**config.mk**
```make
export PLATFORM = sky130hd
export DESIGN_NAME = mem_lsu_stage
export DESIGN_NICKNAME = d
export VERILOG_FILES = /design/src/rtl/mem_pkg.sv /design/src/rtl/mem_lane_steer.sv /design/src/rtl/mem_lsu_stage.sv
export SDC_FILE = /design/constraint.sdc
export NUM_CORES = 1
export LEC_CHECK = 0
export CAP_MARGIN = 20
export CORE_AREA = 4 4 146 148
export DETAILED_ROUTE_END_ITERATION = 7
export DIE_AREA = 0 0 150 152
export SETUP_SLACK_MARGIN = 0.02
export SLEW_MARGIN = 20
export SYNTH_ARGS = -nofsm -noshare
export SYNTH_HDL_FRONTEND = slang
export SYNTH_SLANG_ARGS = --single-unit
```
**constraint.sdc**
```tcl
create_clock -name clk -period 8.25 [get_ports clk]
set_input_delay 1.65 -clock clk [delete_from_list [all_inputs] [get_ports clk]]
set_output_delay 1.65 -clock clk [all_outputs]
set_load 0.005 [all_outputs]
```
**src/rtl/mem_pkg.sv**
```systemverilog
`default_nettype none
// ============================================================================
// Module      : mem_pkg
// Description : Shared encodings for the MEM/LSU stage: memory op codes,
//               exception codes, FSM states and op-decoding helpers.
// Revision    : 1.0 - initial release
// ============================================================================
package mem_pkg;

    localparam logic [3:0] MEM_NOP = 4'd0;
    localparam logic [3:0] MEM_LB  = 4'd1;
    localparam logic [3:0] MEM_LBU = 4'd2;
    localparam logic [3:0] MEM_LH  = 4'd3;
    localparam logic [3:0] MEM_LHU = 4'd4;
    localparam logic [3:0] MEM_LW  = 4'd5;
    localparam logic [3:0] MEM_SB  = 4'd6;
    localparam logic [3:0] MEM_SH  = 4'd7;
    localparam logic [3:0] MEM_SW  = 4'd8;

    localparam logic [1:0] EXCP_NONE     = 2'd0;
    localparam logic [1:0] EXCP_MISALIGN = 2'd1;
    localparam logic [1:0] EXCP_BUS_ERR  = 2'd2;
    localparam logic [1:0] EXCP_TIMEOUT  = 2'd3;

    localparam logic [1:0] SIZE_BYTE = 2'd0;
    localparam logic [1:0] SIZE_HALF = 2'd1;
    localparam logic [1:0] SIZE_WORD = 2'd2;
    localparam logic [1:0] SIZE_NONE = 2'd3;

    typedef enum logic [1:0] {
        ST_IDLE = 2'd0,
        ST_WAIT = 2'd1,
        ST_DONE = 2'd2
    } state_t;

    function automatic logic is_load(input logic [3:0] op);
        return (op >= MEM_LB) && (op <= MEM_LW);
    endfunction

    function automatic logic is_store(input logic [3:0] op);
        return (op >= MEM_SB) && (op <= MEM_SW);
    endfunction

    function automatic logic [1:0] op_size(input logic [3:0] op);
        case (op)
            MEM_LB, MEM_LBU, MEM_SB: return SIZE_BYTE;
            MEM_LH, MEM_LHU, MEM_SH: return SIZE_HALF;
            MEM_LW, MEM_SW:          return SIZE_WORD;
            default:                 return SIZE_NONE;
        endcase
    endfunction

endpackage
`default_nettype wire

```
**src/rtl/mem_lane_steer.sv**
```systemverilog
`default_nettype none
// ============================================================================
// Module      : mem_lane_steer
// Description : Combinational byte-lane steering: byte enables, replicated
//               store data, extended load data and alignment check.
// Revision    : 1.0 - initial release
// ============================================================================
module mem_lane_steer
    import mem_pkg::*;
#(
    parameter int BIG_ENDIAN = 1
) (
    input  logic [3:0]  op,
    input  logic [1:0]  offset,
    input  logic [31:0] store_data,
    input  logic [31:0] rdata,
    output logic [3:0]  sel,
    output logic [31:0] wdata,
    output logic [31:0] load_data,
    output logic        misaligned
);

    logic [1:0]  w_size;
    logic [1:0]  w_byte_lane;
    logic        w_half_upper;
    logic [7:0]  w_byte;
    logic [15:0] w_half;

    // Map the address offset onto physical lanes and pick the addressed data
    always_comb begin
        w_size       = op_size(op);
        // Big-endian offset k lives in lane 3-k, which for 2 bits is ~k
        w_byte_lane  = (BIG_ENDIAN != 0) ? ~offset : offset;
        w_half_upper = (BIG_ENDIAN != 0) ? ~offset[1] : offset[1];
        w_byte       = rdata[8*w_byte_lane +: 8];
        w_half       = w_half_upper ? rdata[31:16] : rdata[15:0];

        sel        = 4'b0000;
        wdata      = 32'h0;
        misaligned = 1'b0;
        case (w_size)
            SIZE_BYTE: begin
                sel   = 4'b0001 << w_byte_lane;
                wdata = {4{store_data[7:0]}};
            end
            SIZE_HALF: begin
                sel        = w_half_upper ? 4'b1100 : 4'b0011;
                wdata      = {2{store_data[15:0]}};
                misaligned = offset[0];
            end
            SIZE_WORD: begin
                sel        = 4'b1111;
                wdata      = store_data;
                misaligned = (offset != 2'b00);
            end
            default: ;
        endcase

        case (op)
            MEM_LB:  load_data = {{24{w_byte[7]}}, w_byte};
            MEM_LBU: load_data = {24'h0, w_byte};
            MEM_LH:  load_data = {{16{w_half[15]}}, w_half};
            MEM_LHU: load_data = {16'h0, w_half};
            default: load_data = rdata;
        endcase
    end

endmodule
`default_nettype wire

```
**src/rtl/mem_lsu_stage.sv**
```systemverilog
`default_nettype none
// ============================================================================
// Module      : mem_lsu_stage
// Description : Pipeline MEM stage with a req/ack load/store unit. Passes
//               write-back and HI/LO through, stalls while a bus transfer is
//               outstanding, flags misalignment, bus errors and timeouts.
// Revision    : 1.0 - initial release
// ============================================================================
module mem_lsu_stage
    import mem_pkg::*;
#(
    parameter int REG_ADDR_W = 5,
    parameter int TIMEOUT    = 16,
    parameter int BIG_ENDIAN = 1
) (
    input  logic                  clk,
    input  logic                  rst,
    input  logic [REG_ADDR_W-1:0] wd_i,
    input  logic                  wreg_i,
    input  logic [31:0]           wdata_i,
    input  logic [31:0]           hi_i,
    input  logic [31:0]           lo_i,
    input  logic                  whilo_i,
    input  logic [3:0]            memop_i,
    input  logic [31:0]           mem_addr_i,
    input  logic [31:0]           store_data_i,
    output logic                  bus_req_o,
    output logic                  bus_we_o,
    output logic [31:0]           bus_addr_o,
    output logic [3:0]            bus_sel_o,
    output logic [31:0]           bus_wdata_o,
    input  logic                  bus_ack_i,
    input  logic                  bus_err_i,
    input  logic [31:0]           bus_rdata_i,
    output logic [REG_ADDR_W-1:0] wd_o,
    output logic                  wreg_o,
    output logic [31:0]           wdata_o,
    output logic [31:0]           hi_o,
    output logic [31:0]           lo_o,
    output logic                  whilo_o,
    output logic                  stallreq_o,
    output logic                  excp_o,
    output logic [1:0]            excp_code_o
);

    localparam int               CNT_W      = (TIMEOUT > 1) ? $clog2(TIMEOUT) : 1;
    localparam logic [CNT_W-1:0] C_CNT_LAST = CNT_W'(TIMEOUT - 1);
    localparam bit               C_TMO_EN   = (TIMEOUT != 0);

    state_t           r_state;
    logic [CNT_W-1:0] r_cnt;
    logic [31:0]      r_rdata;
    logic             r_err;
    logic             r_tmo;

    logic             w_is_mem;
    logic [3:0]       w_sel;
    logic [31:0]      w_wdata;
    logic [31:0]      w_load_data;
    logic             w_misaligned;

    assign w_is_mem = (memop_i != MEM_NOP);

    mem_lane_steer #(
        .BIG_ENDIAN (BIG_ENDIAN)
    ) u_steer (
        .op         (memop_i),
        .offset     (mem_addr_i[1:0]),
        .store_data (store_data_i),
        .rdata      (r_rdata),
        .sel        (w_sel),
        .wdata      (w_wdata),
        .load_data  (w_load_data),
        .misaligned (w_misaligned)
    );

    // Transfer sequencing: launch, wait for ack or timeout, one result cycle
    always_ff @(posedge clk) begin
        if (rst) begin
            r_state <= ST_IDLE;
            r_cnt   <= '0;
            r_rdata <= 32'h0;
            r_err   <= 1'b0;
            r_tmo   <= 1'b0;
        end else begin
            case (r_state)
                ST_IDLE: begin
                    if (w_is_mem && !w_misaligned) begin
                        r_state <= ST_WAIT;
                        r_cnt   <= '0;
                        r_err   <= 1'b0;
                        r_tmo   <= 1'b0;
                    end
                end
                ST_WAIT: begin
                    if (bus_ack_i) begin
                        r_rdata <= bus_rdata_i;
                        r_err   <= bus_err_i;
                        r_state <= ST_DONE;
                    end else begin
                        r_cnt <= r_cnt + CNT_W'(1);
                        if (C_TMO_EN && (r_cnt == C_CNT_LAST)) begin
                            r_tmo   <= 1'b1;
                            r_state <= ST_DONE;
                        end
                    end
                end
                ST_DONE: r_state <= ST_IDLE;
                default: r_state <= ST_IDLE;
            endcase
        end
    end

    // Output decode: pass-through by default, bus drive in WAIT, results in DONE
    always_comb begin
        wd_o        = wd_i;
        wreg_o      = wreg_i;
        wdata_o     = wdata_i;
        hi_o        = hi_i;
        lo_o        = lo_i;
        whilo_o     = whilo_i;
        bus_req_o   = 1'b0;
        bus_we_o    = 1'b0;
        bus_addr_o  = 32'h0;
        bus_sel_o   = 4'b0000;
        bus_wdata_o = 32'h0;
        stallreq_o  = 1'b0;
        excp_o      = 1'b0;
        excp_code_o = EXCP_NONE;

        case (r_state)
            ST_IDLE: begin
                if (w_is_mem) begin
                    // Memory ops never write back until their result cycle
                    wreg_o  = 1'b0;
                    whilo_o = 1'b0;
                    if (w_misaligned) begin
                        excp_o      = 1'b1;
                        excp_code_o = EXCP_MISALIGN;
                    end else begin
                        stallreq_o = 1'b1;
                    end
                end
            end
            ST_WAIT: begin
                bus_req_o   = 1'b1;
                bus_we_o    = is_store(memop_i);
                bus_addr_o  = {mem_addr_i[31:2], 2'b00};
                bus_sel_o   = w_sel;
                bus_wdata_o = w_wdata;
                stallreq_o  = 1'b1;
                wreg_o      = 1'b0;
                whilo_o     = 1'b0;
            end
            ST_DONE: begin
                if (is_load(memop_i)) begin
                    wdata_o = w_load_data;
                end
                if (r_err || r_tmo) begin
                    excp_o      = 1'b1;
                    excp_code_o = r_err ? EXCP_BUS_ERR : EXCP_TIMEOUT;
                    wreg_o      = 1'b0;
                    whilo_o     = 1'b0;
                end
            end
            default: ;
        endcase

        if (rst) begin
            wd_o        = '0;
            wreg_o      = 1'b0;
            wdata_o     = 32'h0;
            hi_o        = 32'h0;
            lo_o        = 32'h0;
            whilo_o     = 1'b0;
            bus_req_o   = 1'b0;
            bus_we_o    = 1'b0;
            bus_addr_o  = 32'h0;
            bus_sel_o   = 4'b0000;
            bus_wdata_o = 32'h0;
            stallreq_o  = 1'b0;
            excp_o      = 1'b0;
            excp_code_o = EXCP_NONE;
        end
    end

endmodule
`default_nettype wire

```
## Word level (Yosys, flattened, before mapping)

Memories as Yosys holds them, arrays and structs flattened.
Index checks and enable logic that the tools add are counted.

- Reductions and logical operators: 15
- Magnitude comparators: 4
- Add/sub/neg operators: 1
- Shift-type cells: 2
- $mul: 0
- Div/mod/pow operators: 0
- Bitwise logic cells: 1
- Muxes and demuxes: 58
- Equal/unequal tests: 14

Operators with widths:

| cell | number |
|---|---|
| two-way mux 32 bit | 9 |
| case mux 32 bit (4 select lines) | 1 |
| case mux 32 bit (3 select lines) | 1 |
| variable part select 32 x 6 -> 8 bit | 1 |
| two-way mux 1 bit | 24 |
| two-way mux 4 bit | 5 |
| two-way mux 16 bit | 1 |
| case mux 4 bit (3 select lines) | 1 |
| two-way mux 2 bit | 5 |
| case mux 1 bit (2 select lines) | 5 |
| == test 4 x 2 -> 1 bit, second input constant | 2 |
| inequality test 2 bit, second input constant | 4 |
| case mux 2 bit (2 select lines) | 2 |
| case mux 4 bit (2 select lines) | 1 |
| case mux 1 bit (3 select lines) | 2 |
| AND reduction 3 bit | 2 |
| two-way mux 5 bit | 1 |
| adder 4 x 1 -> 4 bit, second input constant | 1 |
| == test 2 x 1 -> 1 bit, second input constant | 2 |
| == test 2 bit, second input constant | 2 |
| == test 4 x 1 -> 1 bit, second input constant | 1 |
| == test 4 x 3 -> 1 bit, second input constant | 1 |
| == test 4 bit, second input constant | 1 |
| greater-or-equal comparator 4 x 1 -> 1 bit, second input constant | 1 |
| other kinds (14) | 19 |

- Output and inout bits: 177
- ROM bits: 32
- Latch bits: 0
- Register bits: 40
- RAM bits: 0
- Bits of input ports: 207
- Memories: 1

Memory list:

| name | words | bits a word | read ports | clocked after Yosys merged registers in | write ports | RTL line | source |
|---|---|---|---|---|---|---|---|
| (no name shown) | 16 | 2 | 1 | 0 | 0 | mem_pkg.sv:45 | `case (op)` |

## Logic depth before layout (Yosys ltp)

Gate-level depths: netlist of the first run.
An unclocked memory read counts as a cell.

- Word-level depth: 7
- Mapped depth: 11

## Cells and area by module

A second synthesis of the first run with hierarchy kept.

- Cells, all modules: 660
- Area total of the unflattened synthesis: 4398.0 µm²

By module, submodules not included:

| module | times used | cells an instance | sequential area each (µm²) | area an instance (µm²) |
|---|---|---|---|---|
| mem_lsu_stage | 1 | 466 | 800.8 | 2999.1 |
| mem_lane_steer | 1 | 194 | 0.0 | 1398.8 |

## Worst setup path before layout of the first run

OpenSTA, ideal clock, no wires.

- Path kind: input to output
- Start: input port memop_i[0]
- End: output port bus_wdata_o[0]
- Arrival: 3.338 ns
- Stages on the path: 11
- Required time: 6.600 ns
- Path slack: 3.262 ns
- Cell sequence: inv_1 ha_1 inv_1 o21ai_0 inv_1 ha_1 or2_2 clkbuf_1 nor2_1 nor2_1 and2_1

- Longest elaborated chain between the ends: 5

RTL lines:

| element | RTL line | source |
|---|---|---|
| from (decl) | mem_lsu_stage.sv:24 | `input logic [3:0] memop_i,` |
| memory (16 x 2 bit) * | n/a |  |
| == test 2 bit (tied with other cells) | mem_lane_steer.sv:41 | `case (w_size)` |
| case mux 32 bit (3 select lines) * | mem_lane_steer.sv:41 |  |
| two-way mux 32 bit * | mem_lsu_stage.sv:131 | `case (r_state)` |
| two-way mux 32 bit * | mem_lsu_stage.sv:169 | `if (rst) begin` |
| to (decl) | mem_lsu_stage.sv:31 | `output logic [31:0] bus_wdata_o,` |

Mark *: on every way between the ends. The rest lies on a longest branch, timed or not.

## Worst setup path after layout of the first run

- Start: input port memop_i[1]
- End: output port wdata_o[31]

- Longest elaborated chain between the ends: 5

RTL lines:

| element | RTL line | source |
|---|---|---|
| greater-or-equal comparator 4 x 1 -> 1 bit (tied with other cells) | mem_pkg.sv:37 | `return (op >= MEM_LB) && (op <= MEM_LW);` |
| logical AND 1 bit / case mux 32 bit (4 select lines) (equally long branches) | mem_pkg.sv:37, mem_lane_steer.sv:59 |  |
| two-way mux 32 bit * | mem_lsu_stage.sv:156 | `if (is_load(memop_i)) begin` |
| two-way mux 32 bit * | mem_lsu_stage.sv:131 |  |
| two-way mux 32 bit * | mem_lsu_stage.sv:169 |  |
| to (decl) | mem_lsu_stage.sv:37 | `output logic [31:0] wdata_o,` |

Marked as above.

==> flow_metrics.env, run 1 <==
export IMPL_status="completed"
export IMPL_power_frac_seq_pct=27.2
export IMPL_synthCells=595
export IMPL_io_pins=384
export IMPL_clk_path_buf_depth=2
export IMPL_path_clk_slew_ns=0.06
export IMPL_grt_antenna_before_repair=1
export IMPL_switching_share_pct=30.5
export IMPL_core_area_mm2=0.0200
export IMPL_finalHoldViolCount=0
export IMPL_rsz0062_at_grt="false"
export IMPL_synth_area_leaders="dfxtp_1 19%, nor2b_1 11%, nand2_1 8.3%"
export IMPL_tns_ns=0
export IMPL_grt_ovfl_total=0
export IMPL_power_switching_uw=249
export IMPL_grt_usage_pct=18.4
export IMPL_startpoint_type="input port"
export IMPL_worst_slew_pin_slew_ns=1.02
export IMPL_cts_tree="built"
export IMPL_max_slew_margin_pct=32.2
export IMPL_rows=52
export IMPL_period_share_pct=80.6
export IMPL_insertion_delay_ns=0.29
export IMPL_critPathMostFrequentCell="clkdlybuf4s50_1"
export IMPL_numCtsBuffers=5
export IMPL_ys_seq_elements=40
export IMPL_synth_ff_type="dfxtp_1"
export IMPL_routed_wl_mm=22.7
export IMPL_met2_usage_pct=32.7
export IMPL_cellLeakagePower_nw=3.01
export IMPL_drtPass1Iterations=5
export IMPL_top_usage_layer="met2"
export IMPL_grt_pass1_wl_mm=33.1
export IMPL_required_ns=6.60
export IMPL_grt_max_degree=74
export IMPL_slowest_delay_ns=0.76
export IMPL_end_kind="primary output"
export IMPL_grtUsageMet3_pct=4.26
export IMPL_drtAntennaViolNets=0
export IMPL_ir_drop_v=0.000111
export IMPL_critPathSlowestCell="nor2_1"
export IMPL_drcViolationCount=0
export IMPL_fin_hold_ws_ns=0.485
export IMPL_place_ws_ns=1.57
export IMPL_cap_viol_max_count=0
export IMPL_cts_max_level=2
export IMPL_wl_per_cell_um=18.8
export IMPL_ys_seq_area_share_pct=19.1
export IMPL_fp_dieH_um=152
export IMPL_path_cells="clkdlybuf4s50_1 > inv_1 > ha_1 > xnor2_1 > o2111a_1 > buf_4 > nor2_1 > a22o_1 > clkdlybuf4s50_1"
export IMPL_postCtsResizedCells=0
export IMPL_synthArstFlopShare_pct=0
export IMPL_use_met1_pct=22.7
export IMPL_final_max_slew_viol_count=0
export IMPL_drt_iter0_markers=522
export IMPL_synth_top_area_cell="dfxtp_1"
export IMPL_die_w_um=150
export IMPL_avgSynthCellArea_um2=7.03
export IMPL_vias=5565
export IMPL_start_util_pct=20.9
export IMPL_cts_sinks=40
export IMPL_synth_top_area_share_pct=19.1
export IMPL_power_frac_clock_pct=28.5
export IMPL_timing_fmax_mhz=150
export IMPL_synth_cell_area_mm2=0.00419
export IMPL_skew_ns=0.00333
export IMPL_internal_power_uw=567
export IMPL_dp_hpwl_mm=18.5
export IMPL_final_setup_worst_slack_ns=1.60
export IMPL_worstSetupPathType="in2out"
export IMPL_synth_cell_types=50
export IMPL_cts_hold_buf=0
export IMPL_yosys_warnings=0
export IMPL_synth_edf_count=0
export IMPL_drive_above_1_share_pct=5.02
export IMPL_num_nets_final=1153
export IMPL_diodes=0
export IMPL_cts_root_buffer="clkbuf_16"
export IMPL_crit_arrival_ns=5.00
export IMPL_min_period_ns=6.65
export IMPL_vias_per_cell=4.61
export IMPL_power_density_mw_per_mm2=97.8
export IMPL_finalSetupViolCount=0
export IMPL_syn2layout_area_growth_pct=99.3
export IMPL_die_area_mm2=0.0228
export IMPL_nFillCells=2135
export IMPL_pwr_share_comb_pct=44.3
export IMPL_gp_congestion=0.847
export IMPL_port_buffers=381
export IMPL_worstPathMaxFanout=17
export IMPL_worstHoldPathType="reg2reg"
export IMPL_postCtsSetupBuffers=0
export IMPL_grt_pass1_vias=5376
-- synth_stat cells, drive strengths merged, types with 2 or more instances --
| cell type | instances |
|---|---|
| xor2 | 2 |
| or2 | 2 |
| nor3 | 5 |
| and3 | 10 |
| a31oi | 8 |
| and2 | 44 |
| clkbuf | 41 |
| nand3 | 5 |
| nor3b | 4 |
| a22o | 16 |
| a22oi | 16 |
| dfxtp | 40 |
| nand3b | 2 |
| o22ai | 8 |
| or4 | 2 |
| a211oi | 8 |
| o32ai | 7 |
| mux4 | 8 |
| nor4 | 2 |
| mux2 | 16 |
| nand2b | 19 |
| buf | 15 |
| nor2 | 21 |
| mux2i | 9 |
| o21ai | 12 |
| inv | 19 |
| nand2 | 92 |
| ha | 10 |
| nor2b | 73 |
| a21oi | 63 |
-- flip-flops by register name (all words and copies together) (netlist names) --
name / cells
r_cnt: 4
r_err: 1
r_rdata: 32
r_state: 2
r_tmo: 1
-- power groups by stage --
stage	registers (mW)	logic [mW]	clock network [mW]
2_1_floorplan	0.216	0.145	0
3_3_place_gp	0.225	0.361	0
3_5_place_dp	0.226	0.363	0
4_1_cts	0.221	0.366	0.234
5_1_grt	0.223	0.392	0.244
6_report	0.222	0.361	0.233
-- layer usage --
metal,vias up,share of wire [%]
met5,-,0.088
met4,2,1.8
met3,21,8.3
met1,2572,40
met2,245,50
li1,2725,-
-- worst max-delay path, delay by kind of cell --
| family | cells | cell delay (ns) |
|---|---|---|
| xor+xnor | 1 | 0.14 |
| buf+inv | 4 | 1.45 |
| fa+ha+maj | 1 | 0.24 |
| simple gates | 1 | 0.76 |
| compound gates | 2 | 0.75 |
-- cell type report --
type	count	area [um2]	area share (%)
clock buffers	5	125	1.50
clock inverters	3	46.3	0.555
flip-flops and latches	40	801	9.60
inverters	19	71.3	0.855
multi-input cells	481	3080	36.9
repair buffers	389	3880	46.5
well taps	270	338	4.05
-- per-stage QoR --
step	instance area (um2)	utilization, %	std cells	power [mW]
global route	8340	41.6	1207	0.860
global placement	8160	40.7	1198	0.586
finish	8340	41.6	1207	0.816
detailed placement	8170	40.8	1199	0.589
floorplan	4190	-	596	0.362
CTS	8340	41.6	1207	0.821
-- cells in the final DEF, fill, tap and decap left out, types with 9 or more instances in the layout --
| master | synthesis | layout |
|---|---|---|
| mux2_2 | 16 | 16 |
| nor2_1 | 21 | 21 |
| dfxtp_1 | 40 | 40 |
| clkdlybuf4s50_1 | 0 | 380 |
| a22oi_1 | 16 | 16 |
| mux2i_1 | 9 | 9 |
| a21oi_1 | 63 | 63 |
| and3_1 | 10 | 10 |
| o21ai_0 | 12 | 12 |
| nand2_1 | 92 | 92 |
| a22o_1 | 16 | 16 |
| nand2b_1 | 19 | 19 |
| ha_1 | 10 | 10 |
| inv_1 | 19 | 19 |
| nor2b_1 | 73 | 73 |
| and2_1 | 44 | 44 |
-- cells by family after synthesis --
family | synth area share [%]
DFF | 19.1
xor gates and xnor gates | 0.628
AOI/OAI and AO/OA | 23.5
muxes | 10.8
buffers and inverters | 7.44
and+or+nand+nor | 35.5
adders and majority gates | 2.99
other | 0.0896
-- path summary, 6_finish.rpt --
check,start,end,slack [ns],cells past startpoint
worst max-delay path,memop_i[1],wdata_o[31],1.60,9
worst min-delay path,r_cnt[1],r_cnt[1],0.48,2
worst max register to register,r_state[0],r_cnt[3],6.40,4
worst min register to register,r_cnt[1],r_cnt[1],0.48,2
Note: power is estimated with default switching activity, not from simulation.
==> run 2: changes to the inputs <==
--- a/config.mk
+++ b/config.mk
@@ -6,9 +6,9 @@
 export NUM_CORES = 1
 export LEC_CHECK = 0
 export CAP_MARGIN = 20
-export CORE_AREA = 4 4 146 148
+export CORE_AREA = 4 4 149 151
 export DETAILED_ROUTE_END_ITERATION = 7
-export DIE_AREA = 0 0 150 152
+export DIE_AREA = 0 0 153 155
 export SETUP_SLACK_MARGIN = 0.02
 export SLEW_MARGIN = 20
 export SYNTH_ARGS = -nofsm -noshare
==> constraint.sdc (replaced) <==
create_clock -name clk -period 5.7 [get_ports clk]
set_input_delay 1.14 -clock clk [delete_from_list [all_inputs] [get_ports clk]]
set_output_delay 1.14 -clock clk [all_outputs]
set_load 0.005 [all_outputs]
==> run 2 against run 1 <==
Effect of this change:
- critical path depth increased by 4
- non-clock buffer count is 11 higher
- wire length is 1.5% lower
- worst hold slack better by 0.0066 ns
- die area increased by 4.0%
- core utilization fell by 1.1 points
- combinational power up 47%
- total power is 46% higher
- final area increased by 1.2%
- sequential share of layout area is 0.11 points lower
==> flow_metrics.env, run 2 (synthesis gave the netlist of run 1 again) <==
export IMPL_cap_viol_max_count=0
export IMPL_startpoint_type="input port"
export IMPL_port_buffers=381
export IMPL_path_clk_slew_ns=0.06
export IMPL_largest_register="r_rdata"
export IMPL_worstHoldPathType="reg2reg"
export IMPL_vias_per_cell=4.57
export IMPL_dp_cells=1215
export IMPL_min_period_ns=5.33
export IMPL_period_share_pct=93.5
export IMPL_die_area_mm2=0.0237
export IMPL_drtAntennaViolNets=0
export IMPL_drt_iter0_markers=337
export IMPL_cts_max_level=2
export IMPL_largest_reg_flops=32
export IMPL_worst_slew_pin_slew_ns=0.951
export IMPL_io_pins=384
export IMPL_grt_usage_pct=17.3
export IMPL_worstPathMaxFanout=11
export IMPL_worstSetupPathType="in2out"
export IMPL_num_nets_final=1164
export IMPL_cts_tree="built"
export IMPL_final_max_slew_viol_count=0
export IMPL_max_slew_margin_pct=36.5
export IMPL_mostFrequentLayoutCell="clkdlybuf4s50_1"
export IMPL_rsz0062_at_grt="false"
export IMPL_gp_congestion=0.934
export IMPL_drtPass1Iterations=5
export IMPL_rows=53
export IMPL_wl_per_cell_um=18.2
export IMPL_insertion_delay_ns=0.29
export IMPL_clk_path_buf_depth=2
export IMPL_layout_cells_non_filler=1224
export IMPL_seq_area_um2=801
export IMPL_numCtsBuffers=5
export IMPL_cts_sinks=40
export IMPL_tns_ns=0
export IMPL_drcViolationCount=0
export IMPL_cellLeakagePower_nw=3.07
export IMPL_timing_fmax_mhz=188
export IMPL_r2r_start="r_state[0]"
export IMPL_grt_pass1_vias=5469
export IMPL_top_regs="r_rdata x32, r_cnt x4, r_state x2"
export IMPL_end_kind="primary output"
export IMPL_core_area_mm2=0.0208
export IMPL_min_to="r_rdata[7]"
export IMPL_dp_hpwl_mm=18.5
export IMPL_multi_input_area_mm2=0.00309
export IMPL_r2r_cells=4
export IMPL_hold_depth=2
export IMPL_ir_drop_v=0.0000980
export IMPL_crit_arrival_ns=4.19
export IMPL_finalHoldViolCount=0
export IMPL_vias=5594
export IMPL_mostFrequentLayoutCells="380 x clkdlybuf4s50_1, 92 x nand2_1, 73 x nor2b_1, 62 x a21oi_1, 44 x and2_1"
export IMPL_rrSetupSlack_ns=3.84
export IMPL_cts_root_buffer="clkbuf_16"
export IMPL_skew_ns=0.00391
export IMPL_status="completed"
export IMPL_syn2layout_area_growth_pct=102
export IMPL_min_from="r_rdata[7]"
export IMPL_fp_dieH_um=155
export IMPL_grt_ovfl_total=0
export IMPL_grt_max_degree=61
export IMPL_die_w_um=153
export IMPL_postCtsSetupBuffers=0
export IMPL_nFillCells=2146
export IMPL_start_util_pct=20.1
export IMPL_grt_pass1_wl_mm=32.9
export IMPL_r2r_end="r_cnt[3]"
export IMPL_drive_above_1_share_pct=6.33
export IMPL_finalSetupViolCount=0
export IMPL_required_ns=4.56
export IMPL_power_density_mw_per_mm2=142
export IMPL_grt_antenna_before_repair=1
export IMPL_routed_wl_mm=22.3
==> run 2: final cells by class <==
cell class              count  share of cell area (%)
flip-flops and latches     40                    9.49
multi-input cells         481                    36.6
repair buffers            400                    46.9
clock buffers               6                    1.65
inverters                  19                   0.845
clock inverters             2                   0.460
well taps                 275                    4.08
diodes                      1                  0.0297
==> run 2: timing repair <==
| action | CTS | global route |
|---|---|---|
| gates resized for setup | 0 | 1 |
| hold buffers | 0 | 0 |
| endpoints found under the setup margin | 0 | 1 |
==> run 2: where the power goes <==
group	switching, mW	internal, mW
Sequential	0.0244	0.297
Combinational	0.209	0.320
Clock	0.125	0.220
Total	0.358	0.837
==> run 2: per-layer routing <==
| layer | GRT usage, % | wire length [um] |
|---|---|---|
| met1 | 21.5 | 9240 |
| met2 | 31.0 | 11100 |
| met3 | 3.84 | 1610 |
| met4 | 3.05 | 318 |
| met5 | 0 | 0 |
==> run 2: how the worst max path moves through the flow <==
stage | start | end | slack (ns) | depth (start not counted)
after global placement | memop_i[1] | wdata_o[18] | 0.46 | 8
after CTS | memop_i[1] | excp_code_o[0] | 0.35 | 11
after detailed placement | memop_i[1] | excp_code_o[0] | 0.35 | 11
after floorplan | memop_i[0] | bus_wdata_o[0] | 1.73 | 11
final | memop_i[0] | bus_wdata_o[3] | 0.37 | 13
after global routing | memop_i[1] | bus_wdata_o[3] | 0.07 | 11
==> run 2: through the flow <==
step           util, %  worst slack [ns]  area [um2]  hold slack (ns)  power [mW]
6_report          40.5             0.373        8440            0.491        1.19
4_1_cts           40.5             0.346        8430            0.485        1.20
5_1_grt           40.5            0.0729        8440            0.514        1.26
2_1_floorplan        -              1.73        4190            0.443       0.523
3_3_place_gp      39.6             0.457        8250            0.472       0.856
3_5_place_dp      39.6             0.354        8250            0.475       0.857
==> run 2: worst max-delay path, stage by stage <==
cell	delay, ns
clkdlybuf4s50_1	0.54
inv_1	0.11
ha_1	0.21
nor2b_1	0.12
mux2_2	0.30
inv_1	0.09
ha_1	0.17
buf_4	0.18
or2_2	0.24
nor2_1	0.06
nor2_1	0.32
and2_1	0.19
clkdlybuf4s50_1	0.50
==> run 3: changes to the inputs <==
--- a/config.mk
+++ b/config.mk
@@ -7,6 +7,7 @@
 export LEC_CHECK = 0
 export CAP_MARGIN = 20
 export CORE_AREA = 4 4 149 151
+export CTS_CLUSTER_SIZE = 40
 export DETAILED_ROUTE_END_ITERATION = 7
 export DIE_AREA = 0 0 153 155
 export SETUP_SLACK_MARGIN = 0.02
==> results of run 3 <==
No change in the layout: final DEF, timing and power equal those of run 2.
